**src/rtl/shared_bv_half_serializer.sv**
```systemverilog
// shared_bv_half_serializer: buffers one shared full-width word and emits it as two share-wise half beats, low half first.
// Optional macro SPLIT_SERIAL_REFRESH_EN adds in_r and remasks the word on accept.
module shared_bv_half_serializer #(
    parameter int NUM_SHARES = 2,
    parameter int HALF_WIDTH = 15
) (
    input  logic                                      in_clock,
    input  logic                                      in_reset_n,
    input  logic [NUM_SHARES-1:0][2*HALF_WIDTH-1:0]   in_a,
`ifdef SPLIT_SERIAL_REFRESH_EN
    input  logic [NUM_SHARES-2:0][2*HALF_WIDTH-1:0]   in_r,
`endif
    input  logic                                      in_a_valid,
    output logic                                      out_a_ready,
    output logic [NUM_SHARES-1:0][HALF_WIDTH-1:0]     out_b,
    output logic                                      out_b_valid,
    input  logic                                      in_b_ready,
    output logic                                      out_b_last
);
    localparam int BW = 2 * HALF_WIDTH;

    typedef enum logic [1:0] {IDLE = 2'b00, SEND_LO = 2'b01, SEND_HI = 2'b10} state_t;

    state_t state, state_next;
    logic [NUM_SHARES-1:0][BW-1:0] buffer, fresh;
    logic accept, transfer;

`ifdef SPLIT_SERIAL_REFRESH_EN
    logic [BW-1:0] mask;
    // The last share absorbs every mask so the unmasked value is preserved.
    always_comb begin
        fresh = in_a;
        mask = '0;
        for (int i = 0; i < NUM_SHARES - 1; i++) begin
            fresh[i] = in_a[i] ^ in_r[i];
            mask = mask ^ in_r[i];
        end
        fresh[NUM_SHARES-1] = in_a[NUM_SHARES-1] ^ mask;
    end
`else
    assign fresh = in_a;
`endif

    assign out_a_ready = (state == IDLE) || (state == SEND_HI && in_b_ready);
    assign out_b_valid = state[0] | state[1];
    assign out_b_last  = state[1];
    assign accept      = in_a_valid && out_a_ready;
    assign transfer    = out_b_valid && in_b_ready;

    // Half select comes only from registered state and buffer bits.
    always_comb begin
        out_b = '0;
        for (int i = 0; i < NUM_SHARES; i++)
            out_b[i] = state[0] ? buffer[i][HALF_WIDTH-1:0] : state[1] ? buffer[i][BW-1:HALF_WIDTH] : '0;
    end

    always_comb begin
        state_next = state;
        case (state)
            IDLE:    state_next = accept ? SEND_LO : IDLE;
            SEND_LO: state_next = transfer ? SEND_HI : SEND_LO;
            SEND_HI: state_next = transfer ? (accept ? SEND_LO : IDLE) : SEND_HI;
            default: state_next = IDLE;
        endcase
    end

    always_ff @(posedge in_clock or negedge in_reset_n) begin
        if (!in_reset_n) begin
            state  <= IDLE;
            buffer <= '0;
        end else begin
            state <= state_next;
            if (accept)
                buffer <= fresh;
        end
    end
endmodule

```
**config.mk**
```make
export PLATFORM = sky130hd
export DESIGN_NAME = shared_bv_half_serializer
export DESIGN_NICKNAME = d
export VERILOG_FILES = /design/src/rtl/shared_bv_half_serializer.sv
export SDC_FILE = /design/constraint.sdc
export NUM_CORES = 1
export LEC_CHECK = 0
export BUFFER_PORTS_ARGS = -buffer_cell sky130_fd_sc_hd__buf_2
export CORE_ASPECT_RATIO = 0.6
export CORE_MARGIN = 2
export CORE_UTILIZATION = 49
export DETAILED_ROUTE_END_ITERATION = 10
export PLACE_DENSITY = 0.9
export SYNTH_ARGS = -nofsm -noshare
export SYNTH_HDL_FRONTEND = slang
export SYNTH_SLANG_ARGS = --single-unit
export TNS_END_PERCENT = 1
```
**constraint.sdc**
```tcl
create_clock -name in_clock -period 1.9 [get_ports in_clock]
set_input_delay 0.38 -clock in_clock [delete_from_list [all_inputs] [get_ports in_clock]]
set_output_delay 0.38 -clock in_clock [all_outputs]
set_load 0.05 [all_outputs]
```
==> results.cfg, run 1 <==
[power]
power_frac_seq = 0.303
p_per_area_nw_per_um2 = 2108
pwr-share-comb = 0.535
netSwitchingFraction = 0.4061
p_int_mw = 4.654
pwr-share-clk = 0.162
ir_drop_mv = 1.200
p_switching_mw = 3.182
power.leakage_nw = 1.701

[finish]
diodes = 0
drive_gt1_frac = 0.7660
final_nets = 341
final_area_um2 = 3717
mostFrequentLayoutCells = buf_2 (66), mux2_2 (60), dfrtp_1 (60)
syn2layout_area_growth_pct = 39.94
final_common_cell = buf_2
fin_cells = 348

[cts]
cts_tree = built
cts_buffers = 9
clock-sinks = 62
htreeDepth = 3
clk_path_buf_depth = 2
post_cts_buffers = 0
clk_latency_ns = 0.34
clkTransAtPathRegs_ns = 0.07
root_buffer = clkbuf_8
hold_buffers = 0

[placed_design]
gp_congestion = 0.7657
dp_cells = 331
hpwl_um = 3968
pre_cts_ws_ns = 0.2527
place_area_um2 = 3256
portBuffers = 96

[grt]
grt_max_degree = 63
grtUsageTotal = 0.2047
grt_pass1_wl_um = 9032
first_global_vias = 1844
grt_overflow = 0
antenna_found_initial = 0

[synthesis]
yosys.cell_types.count = 15
syn_area_um2 = 2656
ys.warnings.count = 0
synth_cells = 175
syn_nets = 239
syn-mean-instance-area_um2 = 15.18
ys_seq_area_frac = 0.5841
synth-seq-cells = 62

[setup_path]
crit_type = reg2out
arrival_ns = 1.49
cp_max_fo = 10
startpoint_type = flip-flop
required_ns = 1.52
cp-end-kind = primary output

[timing]
finClkSkew_ns = 0.007018
setup_slack_ns = 0.03159
rsz0062_at_grt = yes
hold_ws_ns = 0.04114
max-slew-margin-rel = 0.7863
fmax_ghz = 0.5352
layout_min_cycle_time_ns = 1.868
finalSetupViolCount = 0
hold_viol = 0
tns_ns = 0
worstMarginPinSlew_ns = 0.3206
finalCritPeriodShare = 0.9834
maxSlewViolCount = 0

[floorplan]
initial_core_util = 0.5178
dieHeight_um = 61.03
num_io_pins = 97
fp.dieW_um = 99.05
std_cell_rows = 20
dieArea_um2 = 6045
core_um2 = 5130

[route]
wl_met2_um = 2742
routed-wl-met3_um = 549
wl_per_cell_um = 16.95
drt_iter0_markers = 41
detail-route-antenna-nets = 0
wl_met1_um = 2528
routed_via_density = 5.290
drt_wl_total_um = 5898
routed.top_layer = met4
vias = 1841
drt_pass1_iterations = 4
drc_errors = 0

[run_status]
status = finished clean

[worst_hold_path]
min_path_type = in2async

[flow_run]
maxCapViolCount = 0
[power groups by stage]
| stage | sequential (mW) | clock [mW] | combinational [mW] |
|---|---|---|---|
| global route | 2.45 | 1.37 | 4.38 |
| detailed placement | 2.39 | 0 | 3.57 |
| global placement | 2.34 | 0 | 3.48 |
| finish | 2.37 | 1.27 | 4.19 |
| floorplan | 2.28 | 0 | 2.96 |
| CTS | 2.38 | 1.30 | 3.85 |
[critical path, cell delays in order (launching register included)]
cell,delay (ns)
dfrtp_2,0.46
nor2b_4,0.20
buf_8,0.17
a22o_2,0.17
buf_8,0.14
[metrics by stage]
step,power (mW),utilization
after floorplan,5.244,-
after global placement,5.817,0.6346
after detailed placement,5.959,0.6346
after CTS,7.530,0.6976
after global routing,8.207,0.7246
final,7.836,0.7246
[kinds of logic (layout without fill, tap and decap cells)]
| family | count (synthesis) | count (layout) | synth area share |
|---|---|---|---|
| compound gates | 32 | 32 | 0.1036 |
| buf+inv | 14 | 121 | 0.03721 |
| flops | 62 | 62 | 0.5841 |
| mux | 60 | 60 | 0.2544 |
| simple gates | 7 | 7 | 0.02073 |
[registers in the layout, indices dropped and copies added (netlist names)]
register / cells
buffer: 60
state: 2
[layout make-up]
| type | count | area, µm² |
|---|---|---|
| inverters | 1 | 3.754 |
| well taps | 66 | 82.58 |
| multi-input cells | 99 | 1051 |
| repair buffers | 104 | 803.3 |
| clock inverters | 6 | 85.08 |
| flip-flops and latches | 62 | 1554 |
| clock buffers | 10 | 137.6 |
| fillers | 333 | 1413 |
[worst paths after layout]
check,from,endpoint,slack (ns),cells after the start
hold / removal,in_reset_n,buffer[50],0.04,2
hold reg to reg,buffer[16],buffer[16],0.51,1
min in group in_clock,in_a[39],buffer[39],0.26,2
setup / recovery,state[0],out_b[24],0.03,4
setup reg to reg,state[1],buffer[45],0.28,4
max in group asynchronous,in_reset_n,state[0],1.59,2
[repair_timing]
action | 4_1_cts | 5_1_grt
setup endpoints to repair | 31 | 31
resized for setup | 36 | 37
gates cloned | 1 | 0
[synth_stat cells]
master / count / share of area
a211oi_1: 1 / 0.0028
buf_2: 1 / 0.0019
inv_1: 1 / 0.0014
nor2_1: 2 / 0.0028
nor2b_1: 1 / 0.0024
clkbuf_1: 6 / 0.0085
or2_2: 1 / 0.0024
mux2_2: 60 / 0.25
buf_6: 6 / 0.025
nand3b_1: 1 / 0.0028
nor3b_4: 1 / 0.0071
o21ai_0: 1 / 0.0019
dfrtp_1: 62 / 0.58
nor2b_2: 1 / 0.0033
a22o_1: 30 / 0.099
[metal layers]
metal | vias to the layer above | track usage
met4 | 0 | 0.08611
met1 | 901 | 0.2502
met2 | 77 | 0.3214
li1 | 855 | -
met3 | 8 | 0.09762
met5 | - | 0
No activity file was read; power rests on OpenSTA's default activity.
==> inputs of run 2 (changes only) <==
Settings changed: CELL_PAD_IN_SITES_DETAIL_PLACEMENT from default to 0, CELL_PAD_IN_SITES_GLOBAL_PLACEMENT from default to 2, CORE_UTILIZATION 49 to 32, PLACE_DENSITY 0.9 to 0.89.
==> run 2 against run 1 <==
Effect of this change:
- hold slack improved by 0.040 ns
- register-to-register slack worse by 0.02 ns
- total power is 1.3% higher
- clock skew decreased by 0.0040 ns
- combinational power is 2% lower
- non-clock buffer count up 1
- sequential power hardly changed
- via count decreased by 1.4%
- sequential share of layout area shrank 0.71 points
- critical path depth stayed put
- first-iteration DRC count increased by 4.9%
- core utilization decreased by 25 points
- highest routed layer unchanged
==> results.cfg, run 2 (synthesis results as in run 1) <==
[timing]
finalCritPeriodShare = 0.9743
rsz0062_at_grt = yes
max-slew-margin-rel = 0.7297
layout_min_cycle_time_ns = 1.851
finalSetupViolCount = 0
worstMarginPinSlew_ns = 0.4054
finClkSkew_ns = 0.002969
hold_ws_ns = 0.08153
hold_viol = 0
fmax_ghz = 0.5402
maxSlewViolCount = 0

[floorplan]
initial_core_util = 0.3330
fp.dieW_um = 121.6
std_cell_rows = 25
num_io_pins = 97
dieArea_um2 = 9070
dieHeight_um = 74.58
core_um2 = 7976

[finish]
reg_top3 = buffer (60), state (2)
final_nets = 342
regMostFlops = buffer
diodes = 0
final_common_cell = buf_2
largest_reg_flops = 60
syn2layout_area_growth_pct = 42.35
drive_gt1_frac = 0.7616
mostFrequentLayoutCells = buf_2 (66), mux2_2 (60), dfrtp_1 (60)

[setup_path]
cp_max_fo = 27
startpoint_type = flip-flop
crit_type = reg2out
cpMaxStageDelayCell = dfrtp_2
slowest_delay_ns = 0.45
r2r_slack_ns = 0.26
crit_chain = nor2b_4, buf_12, a22o_2, buf_6
cp-end-kind = primary output
required_ns = 1.52
arrival_ns = 1.47

[route]
drt_wl_total_um = 6043
vias = 1816
wl_per_cell_um = 15.53
routed_via_density = 4.668
drt_iter0_markers = 43
drt_pass1_iterations = 4
detail-route-antenna-nets = 0
drc_errors = 0

[cts]
root_buffer = clkbuf_16
cts_buffers = 9
clkTransAtPathRegs_ns = 0.05
clk_latency_ns = 0.32
clock-sinks = 62
cts_tree = built
post_cts_buffers = 0
clk_path_buf_depth = 2
htreeDepth = 3
hold_buffers = 0

[power]
power.total_mw = 7.939
p_per_area_nw_per_um2 = 2100
power.leakage_nw = 1.718
ir_drop_mv = 0.9051

[flow_run]
maxCapViolCount = 0

[grt]
grt_max_degree = 33
grt_pass1_wl_um = 9549
first_global_vias = 1867
grtUsageTotal = 0.1429
antenna_found_initial = 0
grt_overflow = 0

[worst_hold_path]
min_path_type = in2async

[placed_design]
gp_congestion = 0.7086
hpwl_um = 4127
portBuffers = 96

[run_status]
status = finished clean
run 2: cell count changes in the layout (fill, tap and decap cells not counted):
cell,previous run,this run
buf_4,1,7
buf_6,28,27
buf_8,6,0
bufinv_16,2,0
clkbuf_1,0,1
clkbuf_16,0,9
clkbuf_4,0,2
clkbuf_8,10,3
clkinv_2,2,1
clkinvlp_4,2,0
run 2: worst max-delay path: cells and delay by family (launching register included):
family,cells,cell delay (ns)
flops,1,0.45
buf+inv,2,0.36
compound gates,1,0.18
simple gates,1,0.16
run 2: path summary, 6_finish.rpt:
| kind | startpoint | endpoint | cells past startpoint |
|---|---|---|---|
| setup / recovery | state[0] | out_b[17] | 4 |
| hold / removal | in_reset_n | buffer[35] | 2 |
| setup reg to reg | state[1] | buffer[44] | 4 |
| hold reg to reg | buffer[53] | buffer[53] | 1 |
| max in group asynchronous | in_reset_n | buffer[21] | 2 |
| min in group in_clock | in_b_ready | state[0] | 2 |
run 2: power by group:
part	internal, mW	switching (mW)
Combinational	1.82	2.28
Sequential	2.00	0.355
Clock	0.970	0.522
run 2: final cells by class:
class	count	area (µm²)
Clock buffer	13	270.3
Clock inverter	1	5.005
Fill cell	735	4195
Inverter	1	3.754
Multi-Input combinational cell	99	1051
Sequential cell	62	1554
Tap cell	108	135.1
Timing Repair Buffer	105	762.0
run 2: layer usage:
| layer | wire length, µm | vias up | track usage |
|---|---|---|---|
| met1 | 2844 | 881 | 0.1893 |
| met5 | 0 | - | 0 |
| met3 | 501 | 12 | 0.06672 |
| met4 | 79 | 0 | 0.04981 |
| li1 | - | 856 | - |
| met2 | 2618 | 67 | 0.2079 |
run 2: metrics by stage:
| step | utilization | cell area [µm²] | TNS (ns) | std cells | setup slack [ns] |
|---|---|---|---|---|---|
| 4_1_cts | 0.4607 | 3675 | 0 | 389 | 0.008233 |
| 2_1_floorplan | - | 2695 | 0 | 175 | 0.1134 |
| 6_report | 0.4740 | 3781 | 0 | 389 | 0.04892 |
| 3_5_place_dp | 0.4166 | 3323 | 0 | 375 | 0.2517 |
| 5_1_grt | 0.4740 | 3781 | -0.05847 | 389 | -0.01844 |
| 3_3_place_gp | 0.4166 | 3323 | 0 | 375 | 0.2739 |
run 2: what timing repair did:
item	4_1_cts	5_1_grt
pin swaps	0	0
gates resized for setup	30	29
endpoints found under the setup margin	30	29
==> inputs of run 3 (changes only) <==
Settings changed: CORE_ASPECT_RATIO 0.6 to 1.1.
==> run 3 against run 2 <==
Effect of this change:
- the run now ends with setup timing left
- clock power is 28% lower
- clock skew is 0.0048 ns higher
- via count is 0.99% higher
- critical endpoint is now out_b[23]
- clock-buffer cell count is 2 higher
- core utilization is 1.7 points lower
- routed wire length is 6.8% lower
- critical path depth stayed put
- critical path type unchanged
- register-to-register slack hardly changed
- non-clock buffer count is 1 lower
==> results.cfg, run 3 (synthesis results as in run 1) <==
[route]
detail-route-antenna-nets = 0
drt_pass1_iterations = 2
drc_errors = 0
drt_wl_total_um = 5635
wl_per_cell_um = 14.49
drt_iter0_markers = 53
vias = 1834
routed_via_density = 4.715

[setup_path]
crit_cells = 4
critical-path-top-delay-family = flip-flops
critPathCapture = out_b[23]
cp_max_fo = 8
startpoint_type = flip-flop
cpMaxStageDelayCell = dfrtp_2
critPathMostFrequentCell = buf_4
r2r_slack_ns = 0.26
cp-end-kind = primary output
crit_chain = nor2b_4, buf_4, a22o_2, buf_4
arrival_ns = 1.53
crit_type = reg2out
required_ns = 1.52
reg2reg_depth = 4
reg2reg_from = state[1]
cp.buffers_inverters = 2
startpoint = state[0]
reg2reg_to = buffer[8]
slowest_delay_ns = 0.46

[finish]
final_nets = 341
drive_gt1_frac = 0.7580
final_area_um2 = 3652
final_common_cell = buf_2
reg_top3 = buffer (60), state (2)
largest_reg_flops = 60
diodes = 0
mostFrequentLayoutCells = buf_2 (65), mux2_2 (60), dfrtp_1 (60)
regMostFlops = buffer
syn2layout_area_growth_pct = 37.49

[floorplan]
fp.dieW_um = 90.87
initial_core_util = 0.3321
std_cell_rows = 34
num_io_pins = 97
dieHeight_um = 99.56
dieArea_um2 = 9047
core_um2 = 7998

[power]
power.total_mw = 7.367
ir_drop_mv = 0.9205
power.leakage_nw = 1.666
p_per_area_nw_per_um2 = 2017

[grt]
gr-max-usage-layer = met2
antenna_found_initial = 0
grt_use_met2 = 0.1969
grt_pass1_wl_um = 9294
grt_use_met1 = 0.1711
met3_usage = 0.05909
grtUsageTotal = 0.1334
grt_max_degree = 63
grt_overflow = 0
first_global_vias = 1944

[run_status]
violations = setup timing
status = finished, violations left

[timing]
fmax_ghz = 0.5239
hold_viol = 0
rsz0062_at_grt = yes
maxSlewViolCount = 0
layout_min_cycle_time_ns = 1.909
worstMarginPinSlew_ns = 0.3457
finalSetupViolCount = 8
finClkSkew_ns = 0.007762
max-slew-margin-rel = 0.7696
finalCritPeriodShare = 1.005
setup_slack_ns = -0.008705

[placed_design]
place_area_um2 = 3296
gp_congestion = 0.6877
portBuffers = 96
hpwl_um = 3871

[cts]
cts_tree = built
htreeDepth = 3
hold_buffers = 0
root_buffer = clkbuf_8
clk_path_buf_depth = 2
clk_latency_ns = 0.34
cts_buffers = 9
post_cts_buffers = 0
clkTransAtPathRegs_ns = 0.07
clock-sinks = 62

[worst_hold_path]
min_path_type = in2async

[flow_run]
maxCapViolCount = 0
## run 3: changes by cell type in the layout (fill, tap and decap cells not counted), sizes merged
cell    change
buf         +1
clkinv      -1
## run 3: cell type report
| class | count | area [µm²] |
|---|---|---|
| fill | 771 | 4345 |
| timing repair buffer | 104 | 721.9 |
| clock buffer | 15 | 186.4 |
| sequential | 62 | 1554 |
| tap | 108 | 135.1 |
| inverter | 1 | 3.754 |
| multi-input combinational | 99 | 1051 |
## run 3: repair_timing
item | in CTS | in global routing
gates cloned | 1 | 0
endpoints found under the hold margin | 0 | 0
endpoints found under the setup margin | 30 | 31
resized for setup | 46 | 9
## run 3: per-layer routing
metal / wire length (µm) / up-vias
li1: - / 851
met1: 2456 / 910
met2: 2640 / 65
met3: 462 / 8
met4: 75 / 0
met5: 0 / -
## run 3: power breakdown
group          internal [mW]  leakage (nW)  switching (mW)  total, mW
Combinational           1.73         0.848            2.22       3.95
Clock                  0.610        0.0958           0.462       1.07
Sequential              2.00         0.722           0.350       2.35
## run 3: stage by stage
stage	setup TNS (ns)	setup WS [ns]	util	cells	hold WS [ns]
3_3_place_gp	0	0.2808	0.4121	373	0.4150
6_report	-0.04557	-0.008705	0.4567	389	0.01313
3_5_place_dp	0	0.2581	0.4121	373	0.4146
5_1_grt	-1.065	-0.06551	0.4567	389	0.05728
4_1_cts	-0.1240	-0.01868	0.4524	389	0.04580
2_1_floorplan	0	0.1134	-	175	0.08441
## run 3: worst min path at each step
stage / to / start / cells past startpoint
6_report: buffer[41] / in_reset_n / 2
5_1_grt: buffer[41] / in_reset_n / 2
4_1_cts: buffer[41] / in_reset_n / 2
3_5_place_dp: buffer[41] / in_reset_n / 2
3_3_place_gp: buffer[43] / in_reset_n / 2
2_1_floorplan: buffer[0] / in_reset_n / 0
